$ cat src/rtl/acc_layer_sched.sv
`default_nettype none
// +----------------------------------------------------------------------------+
// | acc_layer_sched : per-layer sequencer between PE array, psum accumulator    |
// |                   and output buffer.                          Revision 1.0 |
// +----------------------------------------------------------------------------+
module acc_layer_sched #(
   parameter int ADDR_W = 16,
   parameter int PSUM_W = 8
) (
   input  logic              clk,
   input  logic              rst_n,
   input  logic              cfg_valid_i,
   output logic              cfg_ready_o,
   input  logic [9:0]        cfg_ofmap_size_i,
   input  logic [5:0]        cfg_ifmap_ch_i,
   input  logic [5:0]        cfg_ofmap_ch_i,
   output logic              pe_start_o,
   input  logic [PSUM_W-1:0] pe_psum_i,
   input  logic              pe_pvalid_i,
   output logic              pe_pready_o,
   output logic [PSUM_W-1:0] acc_psum_o,
   output logic              acc_pvalid_o,
   input  logic              acc_pready_i,
   output logic [9:0]        acc_ofmap_size_o,
   output logic [5:0]        acc_ifmap_ch_o,
   input  logic              acc_conv_valid_i,
   input  logic [PSUM_W-1:0] acc_conv_result_i,
   output logic              obuf_wren_o,
   output logic [ADDR_W-1:0] obuf_addr_o,
   output logic [PSUM_W-1:0] obuf_data_o,
   output logic              busy_o,
   output logic              layer_done_o,
   output logic              err_o
);

   typedef enum logic [2:0] {
      S_IDLE   = 3'd0,
      S_START  = 3'd1,
      S_STREAM = 3'd2,
      S_DRAIN  = 3'd3,
      S_DONE   = 3'd4
   } state_t;

   state_t              r_state;
   logic [9:0]          r_ofmap_size;
   logic [5:0]          r_ifmap_ch;
   logic [5:0]          r_ofmap_ch;
   logic [15:0]         r_ps_last;
   logic [15:0]         r_ps_cnt;
   logic [9:0]          r_px_cnt;
   logic [5:0]          r_oc_cnt;
   logic [ADDR_W-1:0]   r_out_addr;
   logic                r_wren;
   logic [ADDR_W-1:0]   r_addr;
   logic [PSUM_W-1:0]   r_data;
   logic                r_err;

   logic                w_stream;
   logic                w_hs;
   logic                w_result;
   logic                w_accept;
   logic [16:0]         w_ps_total;

   assign w_stream = (r_state == S_STREAM);
   assign w_hs     = w_stream & pe_pvalid_i & acc_pready_i;
   assign w_result = (r_state == S_DRAIN) & acc_conv_valid_i;
   assign w_accept = (r_state == S_IDLE) & cfg_valid_i;

   // Psums per output channel, computed once at accept so the stream
   // compare stays a plain equality.  17 bits holds 1024*64 exactly.
   assign w_ps_total = (17'(cfg_ofmap_size_i) + 17'd1) * (17'(cfg_ifmap_ch_i) + 17'd1);

   assign cfg_ready_o      = (r_state == S_IDLE);
   assign busy_o           = (r_state != S_IDLE);
   assign pe_start_o       = (r_state == S_START);
   assign layer_done_o     = (r_state == S_DONE);

   assign acc_psum_o       = w_stream ? pe_psum_i : '0;
   assign acc_pvalid_o     = w_stream & pe_pvalid_i;
   assign pe_pready_o      = w_stream & acc_pready_i;

   assign acc_ofmap_size_o = r_ofmap_size;
   assign acc_ifmap_ch_o   = r_ifmap_ch;
   assign obuf_wren_o      = r_wren;
   assign obuf_addr_o      = r_addr;
   assign obuf_data_o      = r_data;
   assign err_o            = r_err;

   always_ff @(posedge clk or negedge rst_n) begin
      if (!rst_n) begin
         r_state      <= S_IDLE;
         r_ofmap_size <= '0;
         r_ifmap_ch   <= '0;
         r_ofmap_ch   <= '0;
         r_ps_last    <= '0;
         r_ps_cnt     <= '0;
         r_px_cnt     <= '0;
         r_oc_cnt     <= '0;
         r_out_addr   <= '0;
         r_wren       <= 1'b0;
         r_addr       <= '0;
         r_data       <= '0;
         r_err        <= 1'b0;
      end else begin
         // Results are only legal while draining; anything else is flagged.
         r_wren <= w_result;
         if (w_result) begin
            r_addr <= r_out_addr;
            r_data <= acc_conv_result_i;
         end
         if (acc_conv_valid_i && (r_state != S_DRAIN)) begin
            r_err <= 1'b1;
         end

         case (r_state)
            S_IDLE: begin
               if (w_accept) begin
                  r_ofmap_size <= cfg_ofmap_size_i;
                  r_ifmap_ch   <= cfg_ifmap_ch_i;
                  r_ofmap_ch   <= cfg_ofmap_ch_i;
                  r_ps_last    <= 16'(w_ps_total - 17'd1);
                  r_ps_cnt     <= '0;
                  r_px_cnt     <= '0;
                  r_oc_cnt     <= '0;
                  r_out_addr   <= '0;
                  r_state      <= S_START;
               end
            end
            S_START: begin
               r_state <= S_STREAM;
            end
            S_STREAM: begin
               if (w_hs) begin
                  r_ps_cnt <= r_ps_cnt + 16'd1;
                  if (r_ps_cnt == r_ps_last) begin
                     r_state <= S_DRAIN;
                  end
               end
            end
            S_DRAIN: begin
               if (acc_conv_valid_i) begin
                  // Running address replaces oc*(size+1)+px; wraps naturally.
                  r_out_addr <= r_out_addr + ADDR_W'(1);
                  r_px_cnt   <= r_px_cnt + 10'd1;
                  if (r_px_cnt == r_ofmap_size) begin
                     if (r_oc_cnt == r_ofmap_ch) begin
                        r_state <= S_DONE;
                     end else begin
                        r_oc_cnt <= r_oc_cnt + 6'd1;
                        r_ps_cnt <= '0;
                        r_px_cnt <= '0;
                        r_state  <= S_START;
                     end
                  end
               end
            end
            S_DONE: begin
               r_state <= S_IDLE;
            end
            default: begin
               r_state <= S_IDLE;
            end
         endcase
      end
   end

endmodule
`default_nettype wire

$ cat config.mk
export PLATFORM = sky130hd
export DESIGN_NAME = acc_layer_sched
export DESIGN_NICKNAME = d
export VERILOG_FILES = /design/src/rtl/acc_layer_sched.sv
export SDC_FILE = /design/constraint.sdc
export NUM_CORES = 1
export LEC_CHECK = 0
export ABC_AREA = 1
export CELL_PAD_IN_SITES_DETAIL_PLACEMENT = 2
export CELL_PAD_IN_SITES_GLOBAL_PLACEMENT = 2
export CORE_ASPECT_RATIO = 1.4
export CORE_MARGIN = 2
export CORE_UTILIZATION = 30
export DETAILED_ROUTE_END_ITERATION = 10
export PLACE_DENSITY = 0.85
export SYNTH_ARGS = -nofsm -noshare
export SYNTH_HDL_FRONTEND = slang
export SYNTH_SLANG_ARGS = --single-unit
$ cat constraint.sdc
create_clock -name clk -period 1.69 [get_ports clk]
set_input_delay 0.169 -clock clk [delete_from_list [all_inputs] [get_ports clk]]
set_output_delay 0.169 -clock clk [all_outputs]
set_load 0.005 [all_outputs]
==> results of run 1 <==
==> per-stage QoR <==
| step | utilization, % | setup slack [ns] |
|---|---|---|
| floorplan | - | -2.46 |
| global placement | 41.4 | -3.34 |
| detailed placement | 41.4 | -3.95 |
| CTS | 51.3 | -2.68 |
==> Yosys cell counts, drive strengths merged <==
library cell / number / area [µm²]
or2: 6 / 37.5
inv: 183 / 687
nor2b: 1 / 6.26
o22ai: 2 / 12.5
o21ai: 61 / 305
nor3: 30 / 171
nand4: 18 / 119
dfrtp: 115 / 2880
nor4: 4 / 40.0
clkbuf: 17 / 63.8
o21a: 1 / 7.51
clkinv: 3 / 11.3
xor2: 44 / 385
nor2: 134 / 508
nand3: 41 / 210
buf: 7 / 45.0
xnor2: 21 / 184
a21o: 3 / 22.5
nand2: 297 / 1120
ha: 39 / 488
nand3b: 3 / 22.5
a31oi: 2 / 12.5
a21oi: 20 / 100
o31ai: 5 / 37.5
nor4b: 1 / 8.76
fa: 49 / 981
o21bai: 3 / 22.5
==> layer usage <==
layer  track usage, %  overflow
met5             8.00         0
met4             78.6       129
met3             49.1         2
met2             96.0       273
met1             67.3         1
==> repair_timing <==
item / CTS
hold endpoints to repair: 28
setup endpoints to repair: 100
gates cloned: 5
gates resized for setup: 490
pin swaps: 127
hold buffers: 1
setup buffers: 82
==> logic make-up after synthesis <==
family / after synthesis
AND/OR/NAND/NOR: 535
XOR/XNOR: 65
adder cells (fa/ha/maj): 88
flip-flops: 115
buffers and inverters: 210
AO/OA/AOI/OAI: 97
==> impl_metrics.py, run 1 <==
metrics = {
    "synthesis": {
        "synth_xor_area_share_pct": 6.71,
        "avgSynthCellArea_um2": 7.65,
        "syn_inst": 1110,
        "yosysUniqueCellTypes": 40,
        "synth_area_um2": 8490,
        "synth_top_family_by_area": "simple AND/OR/NAND/NOR gates",
        "synth_fp_nets": 1242,
        "synth_compound_area_share_pct": 6.13,
        "synthMuxAreaShare_pct": 0,
        "synth-simple-area-share_pct": 26.4,
        "synthAdderAreaFrac_pct": 17.3,
        "ys_seq_area_share_pct": 33.9,
        "ys_ff_latch": 115,
        "yosysWarnings": 0,
    },
    "cts": {
        "cts_root_buf": "clkbuf_16",
        "htreeDepth": 4,
        "cts.sinks": 115,
        "ctsLongestPathBuffers": 2,
        "numCtsBuffers": 17,
    },
    "outcome": {
        "lastStage": "global routing (5_1_grt)",
        "tool.error": "[ERROR GRT-0232] Routing congestion too high. Check the congestion heatmap in the GUI.",
        "outcome": "did not finish",
    },
    "place": {
        "gp_congestion": 0.829,
        "place_hpwl_um": 30200,
        "post-place-cells": 1728,
        "port-buffer-count": 99,
        "placed_area_um2": 11500,
    },
    "floorplanning": {
        "pin_count": 100,
        "fp.dieH_um": 203,
        "fp-row-count": 72,
        "die_w_um": 146,
        "initial_core_util_pct": 30.6,
    },
    "timing": {
        "crit_endpoint": "r_ps_last[13]$_DFFE_PN0P_/D",
        "endpoint_type": "register input",
    },
    "grt": {
        "overflow": 405,
        "grt_usage_pct": 71.5,
        "grt_max_degree": 41,
    },
}
==> run 2: changes to the inputs <==
Settings changed: CELL_PAD_IN_SITES_DETAIL_PLACEMENT 2 to unset, CELL_PAD_IN_SITES_GLOBAL_PLACEMENT 2 to unset, CORE_ASPECT_RATIO 1.4 to unset, CORE_UTILIZATION 30 to 20, PLACE_DENSITY 0.85 to unset, PLACE_DENSITY_LB_ADDON set to 0.15.
Clock period 1.69 ns to 2.2 ns, I/O delays scaled along.
==> run 2 against run 1 <==
The flow now finishes, with violations (setup timing). Area after synthesis stayed put. Synthesized cell count unchanged.
==> impl_metrics.py, run 2 <==
metrics = {
    "outcome": {
        "outcome": "finished with violations",
        "violations": "setup timing",
    },
    "power": {
        "ir_drop_mv": 0.697,
        "power.density_nw_per_um2": 1290,
        "power.leakage_nw": 6.09,
    },
    "grt": {
        "grt_max_degree": 60,
        "antenna_found_initial": 0,
        "grt_pass1_wl_um": 42600,
        "grt_usage_pct": 12.2,
        "overflow": 0,
        "grt_pass1_vias": 7896,
    },
    "cts": {
        "clk_pin_slew_ns": 0.06,
        "htreeDepth": 4,
        "cts_root_buf": "clkbuf_16",
        "cts_tree": "built",
        "cts.sinks": 115,
        "worstSkewPairLatency_ns": 0.43,
        "numCtsBuffers": 17,
        "ctsLongestPathBuffers": 2,
    },
    "synthesis": {
        "ys.flop_type": "dfrtp_1",
        "synth_commonest_cells": "nand2_1, inv_1, nor2_1",
        "synth_edf_count": 0,
        "avgSynthCellArea_um2": 7.65,
        "ys_ff_latch": 115,
        "synth.most_common_cell": "nand2_1",
        "yosysUniqueCellTypes": 40,
        "synth_fp_nets": 1242,
        "ys_seq_area_share_pct": 33.9,
        "synthArstFlopShare_pct": 100,
        "yosysTopAreaCellShare_pct": 33.9,
        "synth_top_cells_by_area": "dfrtp_1, nand2_1, fa_1, inv_1, nor2_1",
        "yosysWarnings": 0,
        "synth_area_leader_cell": "dfrtp_1",
        "syn_inst": 1110,
        "synth_area_um2": 8490,
    },
    "timing": {
        "post-route-period-util_pct": 186,
        "hold_violations": 0,
        "slew_headroom_pct": 57.3,
        "setup_viol": 14,
        "worst_slew_pin_slew_ns": 0.640,
        "rsz0062_at_grt": "yes",
        "maxSlewViolCount": 0,
        "timing.fmax_mhz": 245,
        "finalClockSkew_ns": 0.0113,
        "post-route-worst-setup-slack_ns": -1.89,
        "finalCriticalPeriod_ns": 4.09,
    },
    "place": {
        "gp_congestion": 0.785,
        "placed_area_um2": 11200,
        "place_hpwl_um": 20100,
        "port-buffer-count": 99,
    },
    "layout": {
        "final_layout_size_suffix_gt1_share_pct": 26.2,
        "nFillCells": 4478,
        "antenna_cells": 0,
        "layout_commonest_cell": "nand2_1",
        "layout.nets": 1493,
        "fin_util_pct": 30.5,
        "syn_to_final_growth_pct": 50.9,
        "postLayoutCellArea_um2": 12800,
        "multi_input_area_um2": 5640,
        "mostFrequentLayoutCells": "nand2_1, inv_1, buf_4",
        "regArea_um2": 2880,
    },
    "drt": {
        "drtAntennaViolNets": 0,
        "drcViolationCount": 0,
        "drtPass1Iterations": 4,
        "wire_per_inst_um": 13.6,
        "viasPerCell": 3.99,
        "drt_iter0_drc": 397,
        "wl_um": 26000,
        "dr_total_vias": 7630,
    },
    "floorplanning": {
        "fp.dieH_um": 210,
        "pin_count": 100,
        "coreArea_um2": 41900,
        "die_area_um2": 44100,
        "fp-row-count": 75,
        "die_w_um": 210,
        "initial_core_util_pct": 20.2,
    },
    "run": {
        "cap_violations": 0,
    },
    "setup_path": {
        "path_class": "primary input to flip-flop",
        "endpoint_kind": "flip-flop",
        "start_kind": "primary input",
        "crit_required_ns": 2.51,
        "worst_ep_arrival_time_ns": 4.40,
        "path_max_fanout": 4,
    },
    "worst_hold_path": {
        "hold_path_class": "primary input to flip-flop",
    },
}
## run 2: cell counts after synthesis
No cell type changed its count.
## run 2: cells by family after synthesis
family                     share of synthesized area, %
and+or+nand+nor                                    26.4
buffers and inverters                              9.51
DFF                                                33.9
AOI/OAI and AO/OA                                  6.13
adders and majority gates                          17.3
xor gates and xnor gates                           6.71
## run 2: routing by layer
metal	routed length (µm)	vias to the layer above	GRT usage (%)
met5	0	-	0
met4	252	0	2.91
met3	728	13	2.28
met2	12300	99	20.1
met1	12700	3583	16.7
li1	-	3935	-
## run 2: layout make-up
class | count | area share (%)
sequential | 115 | 22.5
clock buffer | 18 | 3.43
tap | 539 | 5.26
timing repair inverter | 1 | 0.0488
clock inverter | 14 | 1.19
inverter | 186 | 5.66
multi-input combinational | 785 | 44.0
timing repair buffer | 255 | 17.9
## run 2: final timing paths
| check | slack, ns | cells past startpoint | endpoint | from |
|---|---|---|---|---|
| setup / recovery | -1.89 | 25 | r_ps_last[13] | cfg_ofmap_size_i[0] |
| hold / removal | 0.14 | 4 | acc_ofmap_size_o[1] | cfg_ofmap_size_i[1] |
| setup reg to reg | 0.20 | 11 | r_ps_cnt[3] | r_px_cnt[5] |
| hold reg to reg | 0.48 | 2 | obuf_data_o[6] | obuf_data_o[6] |
| max in group asynchronous | 1.27 | 3 | r_ps_cnt[4] | rst_n |
| min in group asynchronous | 0.20 | 2 | r_out_addr[15] | rst_n |
## run 2: per-stage QoR
stage | std cells | total power, mW | setup TNS (ns) | hold WS, ns | worst slack (ns)
floorplan | 1110 | 8.28 | -21.41 | -0.0756 | -2.00
global placement | 1840 | 12.0 | -35.76 | 0.0978 | -2.88
detailed placement | 1840 | 12.0 | -36.33 | 0.0999 | -2.96
CTS | 1899 | 16.2 | -21.37 | 0.150 | -1.97
global route | 1913 | 18.0 | -22.77 | 0.122 | -2.04
finish | 1913 | 16.5 | -20.32 | 0.143 | -1.89
## run 2: timing repair
item	CTS	global route
pin swaps	91	47
setup endpoints to repair	15	18
hold buffers	2	0
cloned	0	1
resized for setup	158	80
hold endpoints to repair	53	0
buffers inserted	25	15
## run 2: power by group
part	internal, mW	switching, mW
sequential	2.80	0.591
clock	1.71	1.14
combinational	5.15	5.08
## run 2: critical path, stage by stage
cell and delay, ns:
buf_12 0.09, buf_6 0.09, nand3_4 0.07, nor2_4 0.12
buf_6 0.11, nand3_4 0.07, xor2_4 0.16, inv_2 0.09
buf_6 0.10, nor2_2 0.03, fa_1 0.55, inv_2 0.04
fa_1 0.51, fa_1 0.44, fa_1 0.51, inv_2 0.05
ha_4 0.22, a21o_1 0.18, a31oi_4 0.17, nand3_2 0.11
nand2_2 0.09, nand2_2 0.05, or2_4 0.22, nand3_2 0.05
nand2_1 0.04
No activity file was read; power rests on OpenSTA's default activity.
==> run 3: changes to the inputs <==
Settings changed: CORE_UTILIZATION 20 to 57.
==> run 3 against run 2 <==
The run still ends with setup timing left. Die area decreased by 64%. Critical path depth decreased by 2. Sequential share of layout area increased by 1.8 points. Register-to-register slack about the same. Count of clock-buffer cells in the layout increased by 1. Wire length decreased by 10%. Largest power group unchanged. Highest routed layer unchanged.
==> impl_metrics.py, run 3 (same netlist as run 2, synthesis figures left out) <==
metrics = {
    "power": {
        "power.leakage_nw": 5.85,
        "ir_drop_mv": 0.758,
        "power.density_nw_per_um2": 1290,
        "finalPower_mw": 15.3,
    },
    "layout": {
        "fin_util_pct": 81.7,
        "layout_commonest_cell": "nand2_1",
        "postLayoutCellArea_um2": 11900,
        "fin_cells": 1530,
        "layout.nets": 1466,
        "antenna_cells": 0,
        "mostFrequentLayoutCells": "nand2_1, inv_1, dfrtp_1",
        "nFillCells": 884,
        "final_layout_size_suffix_gt1_share_pct": 22.9,
        "syn_to_final_growth_pct": 39.9,
    },
    "grt": {
        "antenna_found_initial": 0,
        "overflow": 0,
        "grt_pass1_wl_um": 37800,
        "grt_pass1_vias": 8050,
        "grt_max_degree": 61,
        "grt_usage_pct": 29.6,
    },
    "setup_path": {
        "path_class": "primary input to flip-flop",
        "worst_ep_arrival_time_ns": 4.49,
        "path_max_fanout": 4,
        "start_kind": "primary input",
        "crit_required_ns": 2.51,
        "endpoint_kind": "flip-flop",
    },
    "place": {
        "port-buffer-count": 99,
        "place_hpwl_um": 15700,
        "gp_congestion": 0.881,
        "post-place-cells": 1470,
        "pre_cts_ws_ns": -2.97,
        "placed_area_um2": 10700,
    },
    "run": {
        "cap_violations": 0,
    },
    "drt": {
        "drtPass1Iterations": 5,
        "drt_iter0_drc": 691,
        "drcViolationCount": 0,
        "wire_per_inst_um": 15.2,
        "wl_um": 23300,
        "drtAntennaViolNets": 0,
        "viasPerCell": 5.30,
        "dr_total_vias": 8115,
    },
    "timing": {
        "fin_tns_setup_ns": -21.64,
        "rsz0062_at_grt": "yes",
        "worst_slew_pin_slew_ns": 0.618,
        "post-route-period-util_pct": 190,
        "setup_viol": 13,
        "hold_violations": 0,
        "finalCriticalPeriod_ns": 4.18,
        "timing.fmax_mhz": 239,
        "post-route-worst-setup-slack_ns": -1.98,
        "finalClockSkew_ns": 0.0125,
        "slew_headroom_pct": 58.8,
        "timing.hold.ws_ns": 0.0153,
        "maxSlewViolCount": 0,
    },
    "floorplanning": {
        "die_area_um2": 15900,
        "pin_count": 100,
        "coreArea_um2": 14500,
        "fp-row-count": 44,
        "initial_core_util_pct": 58.4,
        "fp.dieH_um": 126,
        "die_w_um": 126,
    },
    "cts": {
        "htreeDepth": 4,
        "cts_root_buf": "clkbuf_16",
        "ctsLongestPathBuffers": 2,
        "cts.sinks": 115,
        "cts_tree": "built",
        "clk_pin_slew_ns": 0.05,
        "worstSkewPairLatency_ns": 0.43,
        "numCtsBuffers": 17,
    },
    "worst_hold_path": {
        "hold_path_class": "primary input to flip-flop",
    },
    "outcome": {
        "outcome": "finished with violations",
        "violations": "setup timing",
    },
}
[run 3: changes by cell type in the layout (fill, tap and decap cells not counted), sizes merged, moves of 2 or more]
cell / change
clkbuf: +2
buf: -28
clkdlybuf4s50: +4
dlymetal6s2s: -5
[run 3: path summary, 6_finish.rpt]
| kind | from | end | slack [ns] | depth (start not counted) |
|---|---|---|---|---|
| min | cfg_ofmap_size_i[1] | acc_ofmap_size_o[1] | 0.02 | 3 |
| max in group asynchronous | rst_n | r_ps_cnt[1] | 1.24 | 3 |
| max reg2reg | r_state[0] | r_ps_last[4] | 0.19 | 9 |
| min in group asynchronous | rst_n | obuf_addr_o[13] | 0.34 | 2 |
| min reg2reg | obuf_data_o[1] | obuf_data_o[1] | 0.48 | 2 |
| max | cfg_ofmap_size_i[1] | r_ps_last[13] | -1.98 | 23 |
[run 3: critical path, stage by stage]
cell and delay (ns):
buf_8 0.11, ha_4 0.16, nand2_4 0.08, inv_4 0.05
nand2_4 0.10, buf_12 0.11, xor2_4 0.24, nor2_2 0.07
fa_2 0.55, fa_1 0.45, fa_1 0.52, inv_1 0.06
fa_1 0.49, inv_2 0.05, ha_4 0.24, a21o_1 0.21
a31oi_2 0.16, nand3_1 0.13, nand2_1 0.08, nand2_1 0.06
or2_4 0.23, nand3_2 0.06, nand2_1 0.05
[run 3: report_power, final]
| part | internal, mW | switching, mW | leakage (nW) |
|---|---|---|---|
| Combinational | 4.45 | 4.79 | 4.10 |
| Sequential | 2.80 | 0.579 | 1.48 |
| Clock | 1.69 | 1.01 | 0.272 |
| Total | 8.94 | 6.37 | 5.85 |
[run 3: what timing repair did]
action,CTS,global route
hold buffers,1,0
resized for setup,122,58
endpoints found under the setup margin,15,27
pin swaps,64,23
gates cloned,0,2
setup buffers,16,11
endpoints found under the hold margin,40,0
[run 3: layout make-up]
| type | count | area, µm² | share of cell area, % |
|---|---|---|---|
| Multi-Input combinational cell | 785 | 5410 | 45.5 |
| Sequential cell | 115 | 2880 | 24.2 |
| Timing Repair Buffer | 227 | 2050 | 17.3 |
| Inverter | 186 | 719 | 6.06 |
| Clock buffer | 19 | 443 | 3.73 |
| Tap cell | 184 | 230 | 1.94 |
| Clock inverter | 12 | 131 | 1.11 |
| Timing Repair inverter | 2 | 11.3 | 0.0948 |
[run 3: metal layers]
layer | up-vias | GRT usage (%) | wire (µm)
met2 | 299 | 51.5 | 12000
met3 | 75 | 5.78 | 1170
met5 | - | 0 | 0
li1 | 3882 | - | -
met4 | 0 | 11.3 | 814
met1 | 3859 | 36.5 | 9370
==> run 4: changes to the inputs <==
Settings changed: HOLD_SLACK_MARGIN set to 0.06.
==> run 4 against run 3 <==
The flow still finishes with violations (setup timing). Via count rose by 0.89%. Die area did not move. Sequential power barely moved. Highest routed layer unchanged. Core utilization rose by 0.19 points. First-iteration DRC count fell by 4.6%. Global-route usage barely moved.
==> impl_metrics.py, run 4 (same netlist as run 2, synthesis figures left out) <==
metrics = {
    "outcome": {
        "outcome": "finished with violations",
        "violations": "setup timing",
    },
    "place": {
        "placed_area_um2": 10700,
        "place_hpwl_um": 15700,
        "pre_cts_ws_ns": -2.97,
        "gp_congestion": 0.881,
        "port-buffer-count": 99,
    },
    "timing": {
        "rsz0062_at_grt": "yes",
        "timing.fmax_mhz": 239,
        "finalCriticalPeriod_ns": 4.18,
        "post-route-period-util_pct": 190,
        "worst_slew_pin_slew_ns": 0.611,
        "setup_viol": 14,
        "finalClockSkew_ns": 0.0109,
        "hold_violations": 0,
        "slew_headroom_pct": 59.3,
        "post-route-worst-setup-slack_ns": -1.98,
        "maxSlewViolCount": 0,
    },
    "setup_path": {
        "start_kind": "primary input",
        "r2r_slack_ns": 0.07,
        "cpMaxStageDelayCell": "fa_2",
        "crit_family": "adder cells",
        "crit_buf_inv": 5,
        "crit_required_ns": 2.51,
        "worst_ep_arrival_time_ns": 4.49,
        "crit_chain": "buf_8 -> ha_4 -> nand2_4 -> inv_4 -> nand2_4 -> buf_12 -> xor2_4 -> nor2_2 -> fa_2 -> fa_1 -> fa_1 -> inv_1 -> fa_1 -> inv_2 -> ha_4 -> a21o_1 -> a31oi_2 -> nand3_1 -> nand2_1 -> nand2_1 -> or2_4 -> nand3_2 -> nand2_1",
        "slowest_delay_ns": 0.55,
        "reg2reg_depth": 10,
        "r2r_start": "r_px_cnt[5]",
        "path_class": "primary input to flip-flop",
        "path_max_fanout": 4,
        "r2r-end": "r_ps_cnt[4]",
        "endpoint_kind": "flip-flop",
    },
    "layout": {
        "antenna_cells": 0,
        "postLayoutCellArea_um2": 11900,
        "mostFrequentLayoutCells": "nand2_1, inv_1, dfrtp_1",
        "layout.nets": 1468,
        "syn_to_final_growth_pct": 40.2,
        "fin_util_pct": 81.9,
        "final_layout_size_suffix_gt1_share_pct": 22.7,
        "layout_commonest_cell": "nand2_1",
    },
    "cts": {
        "ctsLongestPathBuffers": 2,
        "cts_tree": "built",
        "worstSkewPairLatency_ns": 0.43,
        "clk_pin_slew_ns": 0.06,
        "cts.sinks": 115,
        "cts_root_buf": "clkbuf_16",
        "htreeDepth": 4,
        "numCtsBuffers": 17,
    },
    "grt": {
        "grt_max_degree": 61,
        "grt_pass1_vias": 8059,
        "antenna_found_initial": 0,
        "overflow": 0,
        "grt_usage_pct": 29.6,
        "grt_pass1_wl_um": 37900,
    },
    "drt": {
        "wire_per_inst_um": 15.6,
        "drtPass1Iterations": 6,
        "viasPerCell": 5.34,
        "dr_total_vias": 8187,
        "wl_um": 23900,
        "drcViolationCount": 0,
        "drt_iter0_drc": 659,
        "drtAntennaViolNets": 0,
    },
    "worst_hold_path": {
        "min_to": "acc_ifmap_ch_o[1]",
        "min_delay_path_depth": 4,
        "hold_path_class": "primary input to flip-flop",
        "min_from": "cfg_ifmap_ch_i[1]",
    },
    "run": {
        "cap_violations": 0,
    },
    "power": {
        "power.density_nw_per_um2": 1290,
        "power.leakage_nw": 5.86,
        "finalPower_mw": 15.4,
        "ir_drop_mv": 0.762,
    },
    "floorplanning": {
        "initial_core_util_pct": 58.4,
        "die_area_um2": 15900,
        "die_w_um": 126,
        "fp.dieH_um": 126,
        "pin_count": 100,
        "coreArea_um2": 14500,
        "fp-row-count": 44,
    },
}
-- run 4: cell types whose count changed in the layout (fill, tap and decap cells not counted), sizes merged --
| cell | delta |
|---|---|
| dlygate4sd3 | +2 |
-- run 4: worst min-delay path, cell delays in order --
cell	delay, ns
buf_8	0.08
buf_4	0.11
nand2_1	0.05
nand2_1	0.04
-- run 4: how the worst max path moves through the flow --
stage	from	endpoint	slack, ns	depth (start not counted)
floorplan	cfg_ofmap_size_i[0]	r_ps_last[9]	-2.00	21
global placement	cfg_ofmap_size_i[1]	r_ps_last[13]	-2.80	21
detailed placement	cfg_ofmap_size_i[1]	r_ps_last[9]	-2.97	22
CTS	cfg_ofmap_size_i[0]	r_ps_last[13]	-1.90	23
global route	cfg_ofmap_size_i[6]	r_ps_last[12]	-2.13	20
finish	cfg_ofmap_size_i[1]	r_ps_last[13]	-1.98	23
-- run 4: through the flow --
step           cells  setup TNS [ns]  hold WS, ns
3_5_place_dp    1470          -35.21        0.267
3_3_place_gp    1470          -33.49        0.262
5_1_grt         1532          -23.97        0.118
4_1_cts         1520          -20.39        0.170
6_report        1532          -21.60        0.104
2_1_floorplan   1110          -21.41      -0.0756
-- run 4: timing repair --
item	CTS	global route
cloned	0	2
endpoints found under the hold margin	42	0
pin swaps	64	26
endpoints found under the setup margin	15	27
buffers inserted	16	11
resized for setup	122	63
hold buffers	3	0
-- run 4: cell type report --
cell class	instances	area [µm²]
clock buffer	19	443
clock inverter	12	131
fill	882	2630
inverter	186	719
multi-input combinational	785	5390
sequential	115	2880
tap	184	230
timing repair buffer	229	2090
timing repair inverter	2	11.3
-- run 4: power breakdown --
part	leakage [nW]	total (mW)	internal (mW)	switching, mW
registers	1.48	3.38	2.80	0.579
logic	4.11	9.31	4.49	4.81
clock network	0.272	2.71	1.69	1.02
total	5.86	15.4	8.98	6.41
-- run 4: routing by layer --
layer | share of wire (%) | up-vias | routed length, µm | global-route usage, %
met4 | 4.1 | 0 | 973 | 10.7
met5 | 0 | - | 0 | 0
met3 | 4.7 | 82 | 1130 | 5.65
li1 | - | 3882 | - | -
met1 | 40 | 3925 | 9620 | 36.8
met2 | 51 | 298 | 12200 | 51.6
